==> src/rtl/alu_pkg.sv <==
// alu_pkg: shared ALU opcode, flag and arbiter FSM types.
package alu_pkg;
  localparam int ALU_OP_W = 4;
  localparam int ALU_OP_MAX = 9;
  typedef enum logic [ALU_OP_W-1:0] {
    ADD = 4'd0, SUB = 4'd1, AND = 4'd2, OR = 4'd3, SLL = 4'd4,
    SLT = 4'd5, SLTS = 4'd6, XOR = 4'd7, SRL = 4'd8, SRA = 4'd9
  } alu_op_e;
  typedef struct packed {
    logic over_flow;
    logic carry;
    logic negative;
    logic zero;
  } alu_flags_t;
  typedef enum logic [1:0] {IDLE, EXEC, RESP} state_e;
endpackage

==> src/rtl/rr_arbiter.sv <==
// rr_arbiter: combinational round-robin pick starting at ptr.
// Ports: req (request vector), ptr (search start), en (window open),
//        gnt (one-hot grant), gnt_idx (index of the granted bit).
module rr_arbiter #(
  parameter int N = 4,
  parameter int IW = $clog2(N)
) (
  input  logic [N-1:0]  req,
  input  logic [IW-1:0] ptr,
  input  logic          en,
  output logic [N-1:0]  gnt,
  output logic [IW-1:0] gnt_idx
);
  localparam logic [IW:0] NW = (IW+1)'(N);
  logic found;
  logic [IW:0] s;
  logic [IW:0] idx;
  always_comb begin
    found = 1'b0;
    gnt_idx = '0;
    s = '0;
    idx = '0;
    for (int k = 0; k < N; k++) begin
      s = {1'b0, ptr} + (IW+1)'(k);
      // wrap by compare so non-power-of-two N never reaches ids >= N
      idx = (s >= NW) ? s - NW : s;
      if (en && !found && req[idx[IW-1:0]]) begin
        found = 1'b1;
        gnt_idx = idx[IW-1:0];
      end
    end
    gnt = found ? (N'(1) << gnt_idx) : '0;
  end
endmodule

==> src/rtl/alu_share_arbiter.sv <==
// alu_share_arbiter: round-robin sharing of one combinational ALU among NREQ requesters.
// Ports: req_* (packed per-requester request channel, one-hot req_ready),
//        rsp_* (valid/ready response tagged with requester id),
//        alu_* (registered ALU inputs out, ALU result and flags in).
module alu_share_arbiter
  import alu_pkg::*;
#(
  parameter int WIDTH = 32,
  parameter int NREQ = 4,
  parameter int IDW = $clog2(NREQ)
) (
  input  logic                       clk,
  input  logic                       rst,
  input  logic [NREQ-1:0]            req_valid,
  output logic [NREQ-1:0]            req_ready,
  input  logic [NREQ*WIDTH-1:0]      req_a,
  input  logic [NREQ*WIDTH-1:0]      req_b,
  input  logic [NREQ*ALU_OP_W-1:0]   req_op,
  output logic                       rsp_valid,
  input  logic                       rsp_ready,
  output logic [IDW-1:0]             rsp_id,
  output logic [WIDTH-1:0]           rsp_result,
  output logic [3:0]                 rsp_flags,
  output logic                       rsp_illegal,
  output logic [WIDTH-1:0]           alu_a,
  output logic [WIDTH-1:0]           alu_b,
  output logic [ALU_OP_W-1:0]        alu_cntrl,
  input  logic [WIDTH-1:0]           alu_result,
  input  logic                       alu_zero,
  input  logic                       alu_negative,
  input  logic                       alu_carry,
  input  logic                       alu_over_flow
);
  state_e state, next_state;
  logic [IDW-1:0] ptr, win, id_q;
  logic [NREQ-1:0] gnt;
  logic window, accept;
  alu_flags_t flags_in;
  // grant window: idle, or the cycle the pending response is consumed
  assign window = !rst && (state == IDLE || (state == RESP && rsp_ready));
  assign accept = |gnt;
  assign flags_in = '{over_flow: alu_over_flow, carry: alu_carry, negative: alu_negative, zero: alu_zero};
  rr_arbiter #(.N(NREQ), .IW(IDW)) u_arb (
    .req(req_valid),
    .ptr(ptr),
    .en(window),
    .gnt(gnt),
    .gnt_idx(win)
  );
  always_ff @(posedge clk or posedge rst) begin
    if (rst) state <= IDLE;
    else state <= next_state;
  end
  always_comb begin
    next_state = (state == EXEC) ? RESP :
                 (state == RESP && !rsp_ready) ? RESP :
                 accept ? EXEC : IDLE;
  end
  always_comb begin
    rsp_valid = (state == RESP);
    req_ready = gnt;
  end
  always_ff @(posedge clk or posedge rst) begin
    if (rst) begin
      ptr <= '0;
      id_q <= '0;
      alu_a <= '0;
      alu_b <= '0;
      alu_cntrl <= ADD;
      rsp_id <= '0;
      rsp_result <= '0;
      rsp_flags <= '0;
      rsp_illegal <= 1'b0;
    end else begin
      if (accept) begin
        ptr <= (win == IDW'(NREQ-1)) ? '0 : win + 1'b1;
        id_q <= win;
        alu_a <= req_a[win*WIDTH +: WIDTH];
        alu_b <= req_b[win*WIDTH +: WIDTH];
        alu_cntrl <= req_op[win*ALU_OP_W +: ALU_OP_W];
      end
      if (state == EXEC) begin
        rsp_result <= alu_result;
        rsp_flags <= flags_in;
        rsp_illegal <= alu_cntrl > ALU_OP_W'(ALU_OP_MAX);
        rsp_id <= id_q;
      end
    end
  end
endmodule

==> config.mk <==
export PLATFORM = sky130hd
export DESIGN_NAME = alu_share_arbiter
export DESIGN_NICKNAME = d
export VERILOG_FILES = /design/src/rtl/alu_pkg.sv /design/src/rtl/rr_arbiter.sv /design/src/rtl/alu_share_arbiter.sv
export SDC_FILE = /design/constraint.sdc
export NUM_CORES = 1
export LEC_CHECK = 0
export CORE_AREA = 4 4 165 167
export CTS_BUF_LIST = sky130_fd_sc_hd__clkbuf_16
export DETAILED_ROUTE_END_ITERATION = 8
export DIE_AREA = 0 0 169 171
export HOLD_SLACK_MARGIN = 0.05
export PLACE_DENSITY = 0.7
export RECOVER_POWER = 50
export SYNTH_ARGS = -nofsm -noshare
export SYNTH_HDL_FRONTEND = slang
export SYNTH_HIERARCHICAL = 1
export SYNTH_SLANG_ARGS = --single-unit
==> constraint.sdc <==
create_clock -name clk -period 5.9 [get_ports clk]
set_input_delay 0.885 -clock clk [delete_from_list [all_inputs] [get_ports clk]]
set_output_delay 0.885 -clock clk [all_outputs]
set_load 0.005 [all_outputs]
==> flow_metrics.tcl, run 1 <==
set metrics [dict create \
    htree_levels 4 \
    antenna_found_initial 0 \
    cts.clk_slew.worst_paths_ns 0.05 \
    maxCapViolations 2 \
    cp.required_ns 5.02 \
    synthCells 376 \
    clock_sinks 113 \
    endpoint "req_ready[3]" \
    async_flop_share_pct 100.0 \
    r2r_start "ptr[0]" \
    cp_max_fo 8 \
    outcome "complete, but fails checks" \
    syn_area_sq_um 6284 \
    max_freq_ghz 0.2222 \
    skew_ns 0.01610 \
    ant_nets 0 \
    grt-ovfl-total 0 \
    startpoint "rsp_ready" \
    post-route-period-util_pct 76.28 \
    grt_max_degree 59 \
    final_nets 1115 \
    grt_pass1_vias 5651 \
    synth_edf_count 0 \
    p_seq_share_pct 24.3 \
    vias 5204 \
    ir_drop_v 0.0003464 \
    hold_viol 0 \
    die_area_sq_um 28900 \
    numCtsBuffers 17 \
    synth_flop_cell "dfrtp_1" \
    switching_share_pct 31.83 \
    portBuffers 426 \
    ctsHoldBuffers 0 \
    vias_per_cell 4.537 \
    final_common_cell "clkdlybuf4s50_1" \
    violations "capacitance limit, slew limit" \
    worst_r2r_endpoint "alu_cntrl[2]" \
    power.density_nw_per_um2 520.8 \
    postCtsSetupRepairBufs 0 \
    dp_hpwl_mm 17.32 \
    areaGrowthSynthToFinish_pct 81.86 \
    ys_ff_latch 113 \
    first_pass_iters 4 \
    clk_path_buf_depth 2 \
    syn_area_per_cell_sq_um 16.71 \
    startpoint_type "input port" \
    drc 0 \
    leakagePower_uw 0.004350 \
    cts_resized 0 \
    yosys_warnings 6 \
    critPathKind "input port to output port" \
    fin_area_sq_um 11430 \
    wire_per_inst_microns 19.21 \
    clockPowerShare_pct 17.3 \
    final_cell_mix "clkdlybuf4s50_1 (408), dfrtp_1 (113), mux2_2 (106)" \
    start_util_pct 24.39 \
    reg2reg_slack_ns 2.30 \
    min_period_ns 4.500 \
    core_sq_um 25760 \
    routed_wl_mm 22.03 \
    rows 59 \
    synth_fp_nets 692 \
    cts_tree "yes" \
    slew_viol_final 78 \
    io_pins 427 \
    whs_ns 0.4875 \
    fin_setup_tns_ns 0 \
    postPlaceCellArea_sq_um 10850 \
    fp.dieH_microns 171 \
    die_x_microns 169 \
    grt_pass1_wl_mm 32.14 \
    combinationalPowerShare_pct 58.4 \
    internal_power_uw 4057 \
    crit_arrival_ns 3.62 \
    p_sw_uw 1894 \
    routabilityCongestion 0.7624 \
    hold_class "register to register" \
    drive_above_1_share_pct 27.34 \
    initialDrtViolationCount 175 \
    end_kind "output port" \
    clkLatencyLatePin_ns 0.41 \
    slew_headroom_pct -40.47 \
    gr-usage-all-layers_pct 14.53 \
    worst_pin_slew_ns 2.107 \
    antenna_cells 0 \
    root_buffer "clkbuf_16" \
    yosysSeqAreaShare_pct 45.00 \
    reg2reg_depth 8 \
    setup_violations 0 \
    synth_cell_types 41 \
    rsz0062_at_grt "no" \
    fillers 2366 \
]
## logic make-up (layout without fill, tap and decap cells)
group	count (synthesis)	count (layout)	synth area share, %
AND/OR/NAND/NOR	25	25	2.947
flip-flops	113	113	45.00
multiplexers	184	184	45.60
buffers and inverters	35	471	3.624
adder cells (fa/ha/maj)	1	1	0.1991
AO/OA/AOI/OAI	18	18	2.628
## critical path, stage by stage
cell	delay [ns]
dlygate4sd3_1	0.53
inv_1	0.06
a211oi_1	0.33
buf_4	0.23
inv_1	0.08
a211o_1	0.32
a22oi_4	0.22
o22ai_2	0.13
nor2b_1	0.26
clkdlybuf4s50_1	0.56
## layout make-up
type | instances | area [sq um] | area share (%)
Sequential cell | 113 | 2828 | 24.75
Timing Repair Buffer | 434 | 4345 | 38.03
Multi-Input combinational cell | 228 | 3228 | 28.25
Clock inverter | 15 | 161.4 | 1.412
Inverter | 5 | 20.02 | 0.1752
Clock buffer | 17 | 425.4 | 3.723
Tap cell | 335 | 419.2 | 3.668
## through the flow
| stage | power [uW] | utilization, % | instances | setup slack, ns |
|---|---|---|---|---|
| after CTS | 6115 | 44.38 | 1147 | 1.421 |
| after floorplan | 3672 | - | 376 | 2.028 |
| after global routing | 6363 | 44.35 | 1147 | 1.140 |
| after global placement | 4985 | 42.11 | 1115 | 1.522 |
| final | 5951 | 44.35 | 1147 | 1.400 |
| after detailed placement | 5041 | 42.11 | 1115 | 1.424 |
## Yosys cell counts, types with 2 or more instances
master | number | area, sq um
a211oi_1 | 2 | 15.01
and3b_1 | 2 | 17.52
buf_2 | 7 | 35.03
buf_4 | 7 | 52.55
buf_6 | 8 | 90.09
clkbuf_1 | 7 | 26.28
dfrtp_1 | 113 | 2828
inv_1 | 5 | 18.77
mux2_1 | 6 | 67.56
mux2_2 | 106 | 1194
mux2i_1 | 2 | 20.02
mux4_1 | 2 | 52.55
mux4_2 | 68 | 1531
nand2b_1 | 3 | 18.77
nor2_1 | 3 | 11.26
nor2b_1 | 4 | 25.02
nor3_1 | 2 | 10.01
o211ai_1 | 2 | 15.01
o21a_1 | 2 | 15.01
o21ai_0 | 4 | 20.02
## sequential cells by signal (all words and copies together), names as in the netlist
| name | flops |
|---|---|
| ptr | 2 |
| rsp_result | 32 |
| rsp_illegal | 1 |
| id_q | 2 |
| alu_a | 32 |
| alu_b | 32 |
| rsp_flags | 4 |
| alu_cntrl | 4 |
| state | 2 |
| rsp_id | 2 |
## power groups by stage
stage / clock (uW) / combinational (uW) / sequential [uW]
after floorplan: 0 / 2230 / 1440
after global placement: 0 / 3530 / 1450
after detailed placement: 0 / 3580 / 1460
after CTS: 1070 / 3580 / 1460
after global routing: 1100 / 3760 / 1510
final: 1030 / 3480 / 1450
## layer usage
layer	vias to the layer above	part of all wire [%]	GRT usage [%]
met3	12	9.5	5.245
li1	2338	-	-
met1	2575	38	16.88
met5	-	0	0
met2	279	52	25.80
met4	0	0.90	3.325
## how the worst min path moves through the flow
stage	from	to	slack (ns)	cells after the start
after detailed placement	id_q[1]	id_q[1]	0.48	1
final	id_q[1]	id_q[1]	0.49	1
after global routing	id_q[0]	id_q[0]	0.50	1
after global placement	id_q[0]	id_q[0]	0.47	1
after floorplan	id_q[0]	id_q[0]	0.46	1
after CTS	id_q[1]	id_q[1]	0.49	1
No activity file was read; power rests on OpenSTA's default activity.
==> run 2: changes to the inputs <==
==> constraint.sdc (replaced) <==
create_clock -name clk -period 4.45 [get_ports clk]
set_input_delay 0.6675 -clock clk [delete_from_list [all_inputs] [get_ports clk]]
set_output_delay 0.6675 -clock clk [all_outputs]
set_load 0.005 [all_outputs]
==> run 2 against run 1 <==
The run still ends with capacitance limit, slew limit left. Critical path type unchanged. Global-route usage is essentially flat. Utilization hardly changed. Largest power group unchanged. Final area is essentially flat. First-iteration DRC count shrank 1.7%.
==> flow_metrics.tcl, run 2 (synthesized netlist as in run 1, its figures left out) <==
set metrics [dict create \
    setup_violations 0 \
    fin_setup_tns_ns 0 \
    postCtsSetupRepairBufs 0 \
    startpoint "rsp_ready" \
    first_pass_iters 4 \
    end_kind "output port" \
    final_nets 1114 \
    min_period_ns 4.205 \
    p_sw_uw 2505 \
    violations "capacitance limit, slew limit" \
    grt-ovfl-total 0 \
    antenna_found_initial 0 \
    antenna_cells 0 \
    slew_headroom_pct -72.87 \
    worst_pin_slew_ns 2.579 \
    skew_ns 0.009873 \
    ctsHoldBuffers 0 \
    die_x_microns 169 \
    path_cells "dlygate4sd3_1 > inv_1 > a211oi_1 > inv_1 > a211o_1 > nand3_2 > a2bb2oi_4 > nor2b_1 > clkdlybuf4s50_1" \
    cts.clk_slew.worst_paths_ns 0.05 \
    clkLatencyLatePin_ns 0.40 \
    gr-usage-all-layers_pct 14.55 \
    worst_r2r_endpoint "alu_a[21]" \
    io_pins 427 \
    cp.required_ns 3.78 \
    p_seq_share_pct 24.3 \
    clock_sinks 113 \
    r2r_start "ptr[1]" \
    p_total_uw 7887 \
    routabilityCongestion 0.8073 \
    cp_max_fo 6 \
    internal_power_uw 5382 \
    routed_wl_mm 21.91 \
    max_freq_ghz 0.2378 \
    rsz0062_at_grt "no" \
    grt_pass1_wl_mm 32.31 \
    grt_max_degree 71 \
    dp_hpwl_mm 17.40 \
    ant_nets 0 \
    htree_levels 4 \
    start_util_pct 24.39 \
    rows 59 \
    leakagePower_uw 0.004355 \
    core_sq_um 25760 \
    final_cell_mix "clkdlybuf4s50_1 (408), dfrtp_1 (113), mux2_2 (106)" \
    crit_arrival_ns 3.54 \
    wire_per_inst_microns 19.12 \
    combinationalPowerShare_pct 59.6 \
    reg2reg_depth 8 \
    initialDrtViolationCount 172 \
    critPathKind "input port to output port" \
    portBuffers 426 \
    outcome "complete, but fails checks" \
    cts_tree "yes" \
    ir_drop_v 0.0004184 \
    cts_resized 0 \
    clockPowerShare_pct 16.1 \
    cp_common_cell "inv_1" \
    stdcell_count 1146 \
    place_inst 1114 \
    finish.utilization_pct 44.38 \
    cp_slowest_cell "clkdlybuf4s50_1" \
    fp.dieH_microns 171 \
    cp.depth 9 \
    biggestRegsByFlops "alu_a: 32 flops, alu_b: 32 flops, rsp_result: 32 flops" \
    whs_ns 0.4888 \
    reg2reg_slack_ns 1.33 \
    drive_above_1_share_pct 27.13 \
    endpoint "req_ready[3]" \
    power.density_nw_per_um2 689.8 \
    critPathBufInv 4 \
    startpoint_type "input port" \
    root_buffer "clkbuf_16" \
    vias 5215 \
    hold_viol 0 \
    areaGrowthSynthToFinish_pct 81.96 \
    grt_pass1_vias 5799 \
    maxCapViolations 2 \
    slowest_delay_ns 0.57 \
    numCtsBuffers 17 \
    post-route-period-util_pct 94.49 \
    switching_share_pct 31.77 \
    clk_path_buf_depth 2 \
    slew_viol_final 94 \
    hold_class "register to register" \
    die_area_sq_um 28900 \
    drc 0 \
    vias_per_cell 4.551 \
    final_common_cell "clkdlybuf4s50_1" \
    cpLargestDelayFamily "buffers and inverters" \
]
-- run 2: cell types whose count changed in the layout (fill, tap and decap cells not counted), moves of 2 or more --
cell and change:
clkinv_2 +2, inv_1 +2, clkinv_4 -4, buf_4 -4, buf_12 +4
-- run 2: metal layers --
layer  wire, microns  up-vias  GRT usage, %  share of wire [%]
li1                -     2346             -                  -
met1            7976     2566         16.31                 36
met2           11330      281         25.89                 52
met3            2217       22         5.291                 10
met4             391        0         4.585                1.8
met5               0        -             0                  0
-- run 2: cell type report --
type,count,area (sq um)
Inverter,5,20.02
Timing Repair Buffer,433,4392
Clock inverter,15,121.4
Tap cell,335,419.2
Fill cell,2389,14330
Sequential cell,113,2828
Multi-Input combinational cell,228,3228
Clock buffer,17,425.4
-- run 2: how the worst min path moves through the flow --
stage / startpoint / end / slack (ns) / depth (start not counted)
final: id_q[0] / id_q[0] / 0.49 / 1
after global routing: rsp_result[24] / rsp_result[24] / 0.51 / 1
after detailed placement: id_q[0] / id_q[0] / 0.48 / 1
after CTS: id_q[1] / id_q[1] / 0.49 / 1
after floorplan: id_q[0] / id_q[0] / 0.46 / 1
after global placement: id_q[1] / id_q[1] / 0.47 / 1
-- run 2: power groups by stage --
stage                     clock, uW  combinational [uW]  sequential, uW
after global routing           1370                5080            1990
after detailed placement          0                4860            1940
after CTS                      1330                4860            1930
after floorplan                   0                2960            1910
final                          1270                4700            1910
after global placement            0                4800            1920
-- run 2: stage by stage --
step	setup WS [ns]	cell area, sq um
2_1_floorplan	0.7951	6284
3_3_place_gp	0.4167	10890
3_5_place_dp	0.3585	10890
4_1_cts	0.3273	11440
5_1_grt	0.1029	11430
6_report	0.2453	11430
